===== config.mk =====
export PLATFORM = sky130hd
export DESIGN_NAME = data_mem_ctrl_flat
export DESIGN_NICKNAME = d
export VERILOG_FILES = /design/src/rtl/data_mem_ctrl_if.sv /design/src/rtl/data_mem_ctrl.sv /design/src/flat_wrapper.sv
export SDC_FILE = /design/constraint.sdc
export NUM_CORES = 1
export LEC_CHECK = 0
export BUFFER_PORTS_ARGS = -buffer_cell sky130_fd_sc_hd__buf_2
export CORE_MARGIN = 4
export CORE_UTILIZATION = 45
export DETAILED_ROUTE_END_ITERATION = 10
export PLACE_DENSITY = 0.77
export SYNTH_ARGS = -nofsm -noshare
export SYNTH_HDL_FRONTEND = slang
export SYNTH_SLANG_ARGS = --single-unit
export TNS_END_PERCENT = 100

===== constraint.sdc =====
create_clock -name clk -period 2.35 [get_ports clk]
set_clock_uncertainty 0.2 [all_clocks]
set_input_delay 0.47 -clock clk [delete_from_list [all_inputs] [get_ports clk]]
set_output_delay 0.47 -clock clk [all_outputs]
set_load 0.02 [all_outputs]

===== src/rtl/data_mem_ctrl_if.sv =====
// Word-addressed req/ack data-memory bus between the load/store controller
// (master) and the data memory (slave).
interface data_mem_ctrl_if #(
    parameter int WIDTH = 32
);
    logic             bus_req;
    logic             bus_we;
    logic [WIDTH-1:0] bus_addr;
    logic [3:0]       bus_be;
    logic [WIDTH-1:0] bus_wdata;
    logic             bus_ack;
    logic [WIDTH-1:0] bus_rdata;

    modport master (
        output bus_req, bus_we, bus_addr, bus_be, bus_wdata,
        input  bus_ack, bus_rdata
    );

    modport slave (
        input  bus_req, bus_we, bus_addr, bus_be, bus_wdata,
        output bus_ack, bus_rdata
    );
endinterface


===== src/rtl/data_mem_ctrl.sv =====
// RV32I multi-cycle load/store controller: turns decoder load/store requests into
// req/ack bus cycles, stalls the core meanwhile and returns extended load data.
module data_mem_ctrl #(
    parameter int WIDTH          = 32,
    parameter int TIMEOUT_CYCLES = 16
) (
    input  logic             clk,
    input  logic             rst_n,
    input  logic             mem_read,
    input  logic             mem_write,
    input  logic             one_byte,
    input  logic             two_bytes,
    input  logic             four_bytes,
    input  logic             load_unsigned,
    input  logic [WIDTH-1:0] addr,
    input  logic [WIDTH-1:0] wr_data,
    output logic [WIDTH-1:0] rd_data,
    output logic             stall,
    output logic             misaligned,
    output logic             bus_error,
    data_mem_ctrl_if.master  bus
);

    typedef enum logic [1:0] {
        ST_IDLE = 2'd0,
        ST_BUSY = 2'd1,
        ST_DONE = 2'd2
    } state_e;

    typedef enum logic [1:0] {
        SZ_BYTE = 2'd0,
        SZ_HALF = 2'd1,
        SZ_WORD = 2'd2
    } size_e;

    localparam int               CNT_W    = $clog2(TIMEOUT_CYCLES + 1);
    localparam logic [CNT_W-1:0] CNT_LAST = CNT_W'(TIMEOUT_CYCLES - 1);
    localparam logic [CNT_W-1:0] CNT_MAX  = {CNT_W{1'b1}};

    state_e           state_r;
    state_e           state_nxt_s;
    size_e            size_s;
    size_e            size_r;
    logic             op_s;
    logic             aligned_s;
    logic             start_s;
    logic             ack_s;
    logic             timeout_s;
    logic             unsigned_r;
    logic [1:0]       lane_r;
    logic [CNT_W-1:0] cnt_r;
    logic             bus_req_r;
    logic             bus_we_r;
    logic [WIDTH-1:0] bus_addr_r;
    logic [3:0]       bus_be_r;
    logic [WIDTH-1:0] bus_wdata_r;
    logic [WIDTH-1:0] rd_data_r;
    logic             bus_error_r;

    function automatic logic [3:0] lane_be(input size_e size, input logic [1:0] lo);
        logic [3:0] be;
        case (size)
            SZ_BYTE: be = 4'b0001 << lo;
            SZ_HALF: be = lo[1] ? 4'b1100 : 4'b0011;
            SZ_WORD: be = 4'b1111;
            default: be = 4'b0000;
        endcase
        return be;
    endfunction

    function automatic logic [31:0] lane_wdata(input size_e size, input logic [31:0] d);
        logic [31:0] w;
        case (size)
            SZ_BYTE: w = {4{d[7:0]}};
            SZ_HALF: w = {2{d[15:0]}};
            SZ_WORD: w = d;
            default: w = 32'h0000_0000;
        endcase
        return w;
    endfunction

    function automatic logic [31:0] load_extract(input size_e size, input logic [1:0] lo,
                                                 input logic uns, input logic [31:0] word);
        logic [7:0]  b;
        logic [15:0] h;
        logic [31:0] res;
        case (lo)
            2'b00:   b = word[7:0];
            2'b01:   b = word[15:8];
            2'b10:   b = word[23:16];
            2'b11:   b = word[31:24];
            default: b = 8'h00;
        endcase
        h = lo[1] ? word[31:16] : word[15:0];
        case (size)
            SZ_BYTE: res = uns ? {24'h00_0000, b} : {{24{b[7]}}, b};
            SZ_HALF: res = uns ? {16'h0000, h} : {{16{h[15]}}, h};
            SZ_WORD: res = word;
            default: res = 32'h0000_0000;
        endcase
        return res;
    endfunction

    // Decode the decoder request: access size (word if no flag) and alignment.
    always_comb begin
        op_s = mem_read | mem_write;
        if (four_bytes) begin
            size_s = SZ_WORD;
        end else if (two_bytes) begin
            size_s = SZ_HALF;
        end else if (one_byte) begin
            size_s = SZ_BYTE;
        end else begin
            size_s = SZ_WORD;
        end
        case (size_s)
            SZ_HALF: aligned_s = ~addr[0];
            SZ_WORD: aligned_s = (addr[1:0] == 2'b00);
            default: aligned_s = 1'b1;
        endcase
    end

    // Next-state logic; an ack in the final timeout cycle takes priority over the abort.
    always_comb begin
        state_nxt_s = state_r;
        start_s     = 1'b0;
        ack_s       = 1'b0;
        timeout_s   = 1'b0;
        case (state_r)
            ST_IDLE: begin
                if (op_s && aligned_s) begin
                    start_s     = 1'b1;
                    state_nxt_s = ST_BUSY;
                end else begin
                    state_nxt_s = ST_IDLE;
                end
            end
            ST_BUSY: begin
                if (bus.bus_ack) begin
                    ack_s       = 1'b1;
                    state_nxt_s = ST_DONE;
                end else if (cnt_r >= CNT_LAST) begin
                    timeout_s   = 1'b1;
                    state_nxt_s = ST_DONE;
                end else begin
                    state_nxt_s = ST_BUSY;
                end
            end
            ST_DONE: state_nxt_s = ST_IDLE;
            default: state_nxt_s = ST_IDLE;
        endcase
    end

    // State register.
    always_ff @(posedge clk or negedge rst_n) begin
        if (!rst_n) begin
            state_r <= ST_IDLE;
        end else begin
            state_r <= state_nxt_s;
        end
    end

    // Bus request, latched transfer attributes, timeout counter and load result.
    always_ff @(posedge clk or negedge rst_n) begin
        if (!rst_n) begin
            bus_req_r   <= 1'b0;
            bus_we_r    <= 1'b0;
            bus_addr_r  <= '0;
            bus_be_r    <= 4'b0000;
            bus_wdata_r <= '0;
            size_r      <= SZ_BYTE;
            lane_r      <= 2'b00;
            unsigned_r  <= 1'b0;
            cnt_r       <= '0;
            rd_data_r   <= '0;
            bus_error_r <= 1'b0;
        end else begin
            case (state_r)
                ST_IDLE: begin
                    if (start_s) begin
                        bus_req_r   <= 1'b1;
                        bus_we_r    <= mem_write;
                        bus_addr_r  <= {addr[WIDTH-1:2], 2'b00};
                        bus_be_r    <= lane_be(size_s, addr[1:0]);
                        bus_wdata_r <= lane_wdata(size_s, wr_data);
                        size_r      <= size_s;
                        lane_r      <= addr[1:0];
                        unsigned_r  <= load_unsigned;
                        cnt_r       <= '0;
                    end
                end
                ST_BUSY: begin
                    if (ack_s) begin
                        bus_req_r <= 1'b0;
                        rd_data_r <= bus_we_r ? 32'h0000_0000
                                              : load_extract(size_r, lane_r, unsigned_r, bus.bus_rdata);
                    end else if (timeout_s) begin
                        bus_req_r   <= 1'b0;
                        bus_error_r <= 1'b1;
                        rd_data_r   <= '0;
                    end else if (cnt_r != CNT_MAX) begin
                        cnt_r <= cnt_r + CNT_W'(1);
                    end
                end
                // Result and error are only meaningful in DONE; clear them on the way out.
                ST_DONE: begin
                    bus_error_r <= 1'b0;
                    rd_data_r   <= '0;
                end
                default: begin
                    bus_req_r   <= 1'b0;
                    bus_error_r <= 1'b0;
                    rd_data_r   <= '0;
                end
            endcase
        end
    end

    assign stall         = ((state_r == ST_IDLE) & op_s & aligned_s) | (state_r == ST_BUSY);
    assign misaligned    = (state_r == ST_IDLE) & op_s & ~aligned_s;
    assign rd_data       = rd_data_r;
    assign bus_error     = bus_error_r;
    assign bus.bus_req   = bus_req_r;
    assign bus.bus_we    = bus_we_r;
    assign bus.bus_addr  = bus_addr_r;
    assign bus.bus_be    = bus_be_r;
    assign bus.bus_wdata = bus_wdata_r;

endmodule


===== src/flat_wrapper.sv =====
// flat-port wrapper written by rule: the top's interface ports become plain ports
module data_mem_ctrl_flat 
#(
    parameter int WIDTH          = 32,
    parameter int TIMEOUT_CYCLES = 16
)
  (clk, rst_n, mem_read, mem_write, one_byte, two_bytes, four_bytes, load_unsigned, addr, wr_data, rd_data, stall, misaligned, bus_error, bus_bus_req, bus_bus_we, bus_bus_addr, bus_bus_be, bus_bus_wdata, bus_bus_ack, bus_bus_rdata);
  data_mem_ctrl_if #(.WIDTH(WIDTH)) bus_i ();
  input  logic clk;
  input  logic rst_n;
  input  logic mem_read;
  input  logic mem_write;
  input  logic one_byte;
  input  logic two_bytes;
  input  logic four_bytes;
  input  logic load_unsigned;
  input  logic [WIDTH-1:0] addr;
  input  logic [WIDTH-1:0] wr_data;
  output logic [WIDTH-1:0] rd_data;
  output logic stall;
  output logic misaligned;
  output logic bus_error;
  output wire logic [$bits(bus_i.bus_req)-1:0] bus_bus_req;
  output wire logic [$bits(bus_i.bus_we)-1:0] bus_bus_we;
  output wire logic [$bits(bus_i.bus_addr)-1:0] bus_bus_addr;
  output wire logic [$bits(bus_i.bus_be)-1:0] bus_bus_be;
  output wire logic [$bits(bus_i.bus_wdata)-1:0] bus_bus_wdata;
  input wire logic [$bits(bus_i.bus_ack)-1:0] bus_bus_ack;
  input wire logic [$bits(bus_i.bus_rdata)-1:0] bus_bus_rdata;
  assign bus_bus_req = bus_i.bus_req;
  assign bus_bus_we = bus_i.bus_we;
  assign bus_bus_addr = bus_i.bus_addr;
  assign bus_bus_be = bus_i.bus_be;
  assign bus_bus_wdata = bus_i.bus_wdata;
  assign bus_i.bus_ack = bus_bus_ack;
  assign bus_i.bus_rdata = bus_bus_rdata;
  data_mem_ctrl #(.WIDTH(WIDTH), .TIMEOUT_CYCLES(TIMEOUT_CYCLES)) u_core (.clk(clk), .rst_n(rst_n), .mem_read(mem_read), .mem_write(mem_write), .one_byte(one_byte), .two_bytes(two_bytes), .four_bytes(four_bytes), .load_unsigned(load_unsigned), .addr(addr), .wr_data(wr_data), .rd_data(rd_data), .stall(stall), .misaligned(misaligned), .bus_error(bus_error), .bus(bus_i));
endmodule

Word-level counts from Yosys, hierarchy flattened
Index checks and enable logic that the tools add are counted.
Storage, ports and cells
  bits in registers: 113
  word-level logic and storage cells: 91
  output and inout port bits: 105
  input port bits: 105
Cells by class
  multiplexer cells: 39
  bitwise gates (word level): 9
  add/sub/neg operators: 1
  reduce and logical (&&, ||, !) cells: 12
  shift operators: 1
  $lt $le $gt $ge: 1
  equal/unequal tests: 16
Operators with widths (number)
  32-bit case mux with 3 select lines: 2
  32-bit 2-to-1 mux: 5
  32-bit case mux with 2 select lines: 1
  8-bit case mux with 4 select lines: 1
  5-bit 2-to-1 mux: 4
  16-bit 2-to-1 mux: 1
  1-bit 2-to-1 mux: 13
  4-bit case mux with 3 select lines: 1
  2-bit equality test (second input constant): 5
  2-bit logical NOT: 5
  2-bit 2-to-1 mux: 5
  5-bit case mux with 2 select lines: 1
  2-bit by 1-bit equality test with 1-bit output (second input constant): 4
  2-bit by 1-bit inequality test with 1-bit output (second input constant): 3
  3-bit AND reduction: 2
  5-bit by 1-bit adder with 5-bit output (second input constant): 1
  5-bit by 4-bit greater-or-equal comparator with 1-bit output (second input constant): 1
  5-bit inequality test (second input constant): 1
  5-bit AND reduction: 1
  4-bit 2-to-1 mux: 1
  2-bit inequality test (second input constant): 2
  1-bit NOT: 4
  1-bit case mux with 2 select lines: 2
  2-bit case mux with 2 select lines: 1
  8 further kinds: 12

Logic depth before layout (Yosys ltp)
  word-level depth: 10
  gate-level depth with buffers: 8
  gate-level depth less buffers: 7

Worst setup path before layout
No wires, ideal clock.
  kind: input -> output
  start point: in addr[0]
  end point: out stall
  slack: 0.007 ns
  arrival time: 1.673 ns
  path buffers: 3
  stages: 7
  required time: 1.680 ns
  cell sequence: buf_2 > and2_1 > o32ai_2 > nand2b_1 > buf_2 > clkbuf_1 > nand2_1
Between the ends
  word-level cells in the longest chain between the ends: 4
Ends and longest elaborated chain
  start: declaration: line flat_wrapper.sv:17  | input logic [WIDTH-1:0] addr;
  2-bit logical NOT or 1-bit NOT (tied branches): line data_mem_ctrl.sv:118, data_mem_ctrl.sv:117
  1-bit case mux with 2 select lines *: line data_mem_ctrl.sv:116  | case (size_s)
  1-bit bitwise AND *: line data_mem_ctrl.sv:219  | assign stall = ((state_r == ST_IDLE) & op_s & aligned_s) | (state_r == ST_BUSY);
  1-bit OR *: line data_mem_ctrl.sv:219
  end: declaration: line flat_wrapper.sv:20  | output logic stall;
Mark *: on every way between the ends. The rest lies on a longest branch, timed or not.

Final worst setup path
  start point: reg u_core.state_r[1]
  end point: out misaligned
Between the ends
  word-level cells in the longest chain between the ends: 3
Ends and longest elaborated chain
  start: declaration: line data_mem_ctrl.sv:40  | state_e state_r;
  start signal: assignment: line data_mem_ctrl.sv:159  | state_r <= state_nxt_s;
  2-bit logical NOT: line data_mem_ctrl.sv:220  | assign misaligned = (state_r == ST_IDLE) & op_s & ~aligned_s;
  1-bit bitwise AND (2 in a row): line data_mem_ctrl.sv:220
  end: declaration: line flat_wrapper.sv:21  | output logic misaligned;
Every way passes these cells.

==> reports/qor.csv <==
stage;metric;value;unit
critical_path;worstSetupPathType;reg2out;
detailed_routing;wl;15700;microns
detailed_routing;drcViolationCount;0;
layout;syn2layout_area_growth;34.90;%
detailed_routing;first_pass_iters;5;
layout;diodes;0;
layout;drive_gt1_share;48.91;%
critical_path;cp.arrival;1580;ps
sta;setup_slack;98.46;ps
layout;layout_common_cells;buf_2 (205), dfrtp_1 (113), o21ai_0 (57);
synthesis;synth_warnings;0;
power;p_per_area;1297;mW/mm^2
clocking;worstSkewPairLatency;410;ps
sta;slew_viol_final;0;
power;internal-power;6.157;mW
power;power_switching;3.536;mW
sta;whs;63.48;ps
clocking;cts_tree;built;
detailed_routing;ant_nets;0;
layout;final_common_cell;buf_2;
power;vdd_drop_max;823.6;uV
power;power.share.clock;28.8;%
layout;multi_input_area;0.002504;sq mm
floorplan;io-pin-count;210;
power;pwr-share-seq;33.3;%
placement;hpwl;11550;microns
power;switching_share;36.48;%
global_routing;grt_pass1_vias;4953;
detailed_routing;wl_per_cell;18.74;microns
critical_path;required;1680;ps
detailed_routing;vias;4751;
sta;period_share;95.81;%
sta;setup_tns;0;ps
floorplan;die_w;118.9;microns
synthesis;netlist.area_leader.share;51.05;%
sta;hold_viol_final;0;
power;combPwrFrac;37.9;%
sta;timing.slew.headroom;38.28;%
synthesis;yosysSeqAreaShare;51.05;%
critical_path;cp_max_fo;25;
run_status;outcome;complete, no violations;
critical_path;r2r_slack;110;ps
floorplan;initial_core_util;46.11;%
synthesis;synthTopCellsByArea;dfrtp_1 (51%), mux2_2 (10%), o21ai_0 (5.2%);
clocking;cts_buffer_depth;2;
layout;nFillCells;974;
floorplan;die_area;0.01415;sq mm
clocking;htree_levels;4;
synthesis;synth_area;0.005539;sq mm
synthesis;synthFlopType;dfrtp_1;
sta;max_freq;444.1;MHz
synthesis;ys_async_sr_fraction;100.0;%
placement;place_congestion;0.8379;
sta;fin_crit;2252;ps
floorplan;rows;40;
placement;io_buffers;207;
global_routing;grt_pass1_wl;25600;microns
sta;worst_slew_pin_slew;925.8;ps
synthesis;syn_inst;465;
floorplan;core_area;0.01201;sq mm
min_path;min_path_type;in2reg;
synthesis;synth.distinct_cells;52;
layout;regArea;0.002828;sq mm
synthesis;synth_edf_count;0;
synthesis;yosys.area.top_type;dfrtp_1;
global_routing;antenna_found_initial;0;
clocking;clk_pin_slew;50;ps
placement;post-place-ws;79.43;ps
clocking;cts_root_buf;clkbuf_16;
critical_path;startpoint_type;flop;
job;maxCapViolCount;0;
synthesis;yosys_register_bits;113;
sta;rsz0062_at_grt;true;
floorplan;die_h;118.9;microns
synthesis;syn_area_per_cell;11.91;sq um
clocking;cts_buffers;17;
sta;setup_viol;0;
global_routing;grt_usage;22.56;%
layout;final_core_util;62.21;%
detailed_routing;via_per_inst;5.669;
layout;fin_nets;786;
critical_path;end_kind;output pin;
layout;fin_area;0.007472;sq mm
global_routing;gr-total-overflow;0;
detailed_routing;dr.first_iter.drc_count;402;
power;power.leakage;3.617;nW
clocking;cts.sinks;113;
global_routing;grt_max_degree;50;
placement;dpl_cell_area;0.006790;sq mm
==> flip-flops by register name (all words and copies together) (netlist names), 2 cells and up <==
signal	count
u_core.rd_data	32
u_core.cnt_r	5
u_core.bus.bus_wdata	32
u_core.lane_r	2
u_core.bus.bus_addr	30
u_core.bus.bus_be	4
u_core.state_r	2
u_core.size_r	2
==> Yosys cell counts, drive strengths merged, types with 2 or more instances <==
master / instances
nand2: 27
o21ai: 58
a31oi: 3
o31ai: 3
dfrtp: 113
buf: 22
clkbuf: 17
nor2: 13
a21oi: 11
nand2b: 3
and2: 2
ha: 3
a22oi: 17
mux2: 62
mux2i: 23
nor3b: 2
a221o: 17
a221oi: 8
nor2b: 16
mux4: 7
inv: 6
o211ai: 9
==> critical path, cell delays in order, from the launching register on <==
cell and delay (ps):
dfrtp_1 430, nor2_2 170, o21ai_2 100, buf_6 180, nor2_1 110, clkbuf_4 180
==> power groups by stage <==
stage / registers (mW) / clock network (mW) / logic, mW
finish: 3.23 / 2.80 / 3.67
global route: 3.33 / 2.93 / 3.95
CTS: 3.23 / 2.84 / 3.70
detailed placement: 3.24 / 0 / 3.68
global placement: 3.20 / 0 / 3.59
floorplan: 4.05 / 0 / 1.51
==> layout make-up <==
class,instances,share of cell area [%]
clock buffers,23,6.664
clock inverters,9,2.026
inverters,6,0.3014
multi-input cells,308,33.51
flip-flops and latches,113,37.84
well taps,147,2.461
repair buffers,232,17.20
==> layer usage <==
metal | part of all wire [%] | track usage [%] | vias up
met5 | 0 | 0 | -
met4 | 2.0 | 9.124 | 0
met3 | 9.7 | 8.784 | 24
met2 | 48 | 36.52 | 219
met1 | 40 | 27.03 | 2340
li1 | - | - | 2168
==> worst paths after layout <==
| kind | start | endpoint | cells past startpoint |
|---|---|---|---|
| hold reg to reg | u_core.rd_data[8]$_DFFE_PN0P_ | u_core.rd_data[8]$_DFFE_PN0P_ | 2 |
| hold / removal | addr[2] | u_core.bus.bus_addr[2]$_DFFE_PN0P_ | 2 |
| min in group asynchronous | rst_n | u_core.bus_error$_DFFE_PN0P_ | 2 |
| setup reg to reg | u_core.cnt_r[0]$_DFFE_PN0P_ | u_core.rd_data[5]$_DFFE_PN0P_ | 8 |
| max in group asynchronous | rst_n | u_core.unsigned_r$_DFFE_PN0P_ | 3 |
| setup / recovery | u_core.state_r[1]$_DFF_PN0_ | misaligned | 5 |
==> per-stage QoR <==
step | cells | power [mW]
2_1_floorplan | 466 | 5.556
3_3_place_gp | 804 | 6.789
3_5_place_dp | 804 | 6.919
4_1_cts | 837 | 9.760
5_1_grt | 838 | 10.21
6_report | 838 | 9.693
==> kinds of logic after synthesis <==
kind of cell	Yosys count	synth area share, %
AOI/OAI and AO/OA	137	17.26
xor gates and xnor gates	1	0.1581
adders and majority gates	3	0.6777
buffers and inverters	45	4.269
DFF	113	51.05
muxes	92	19.67
other	1	0.06770
and+or+nand+nor	73	6.844
==> what timing repair did <==
item	in CTS	in global routing
hold buffers	1	0
setup buffers	0	1
setup endpoints to repair	0	36
endpoints found under the hold margin	25	0
resized for setup	0	4
Power figures use the tool's default switching activity.
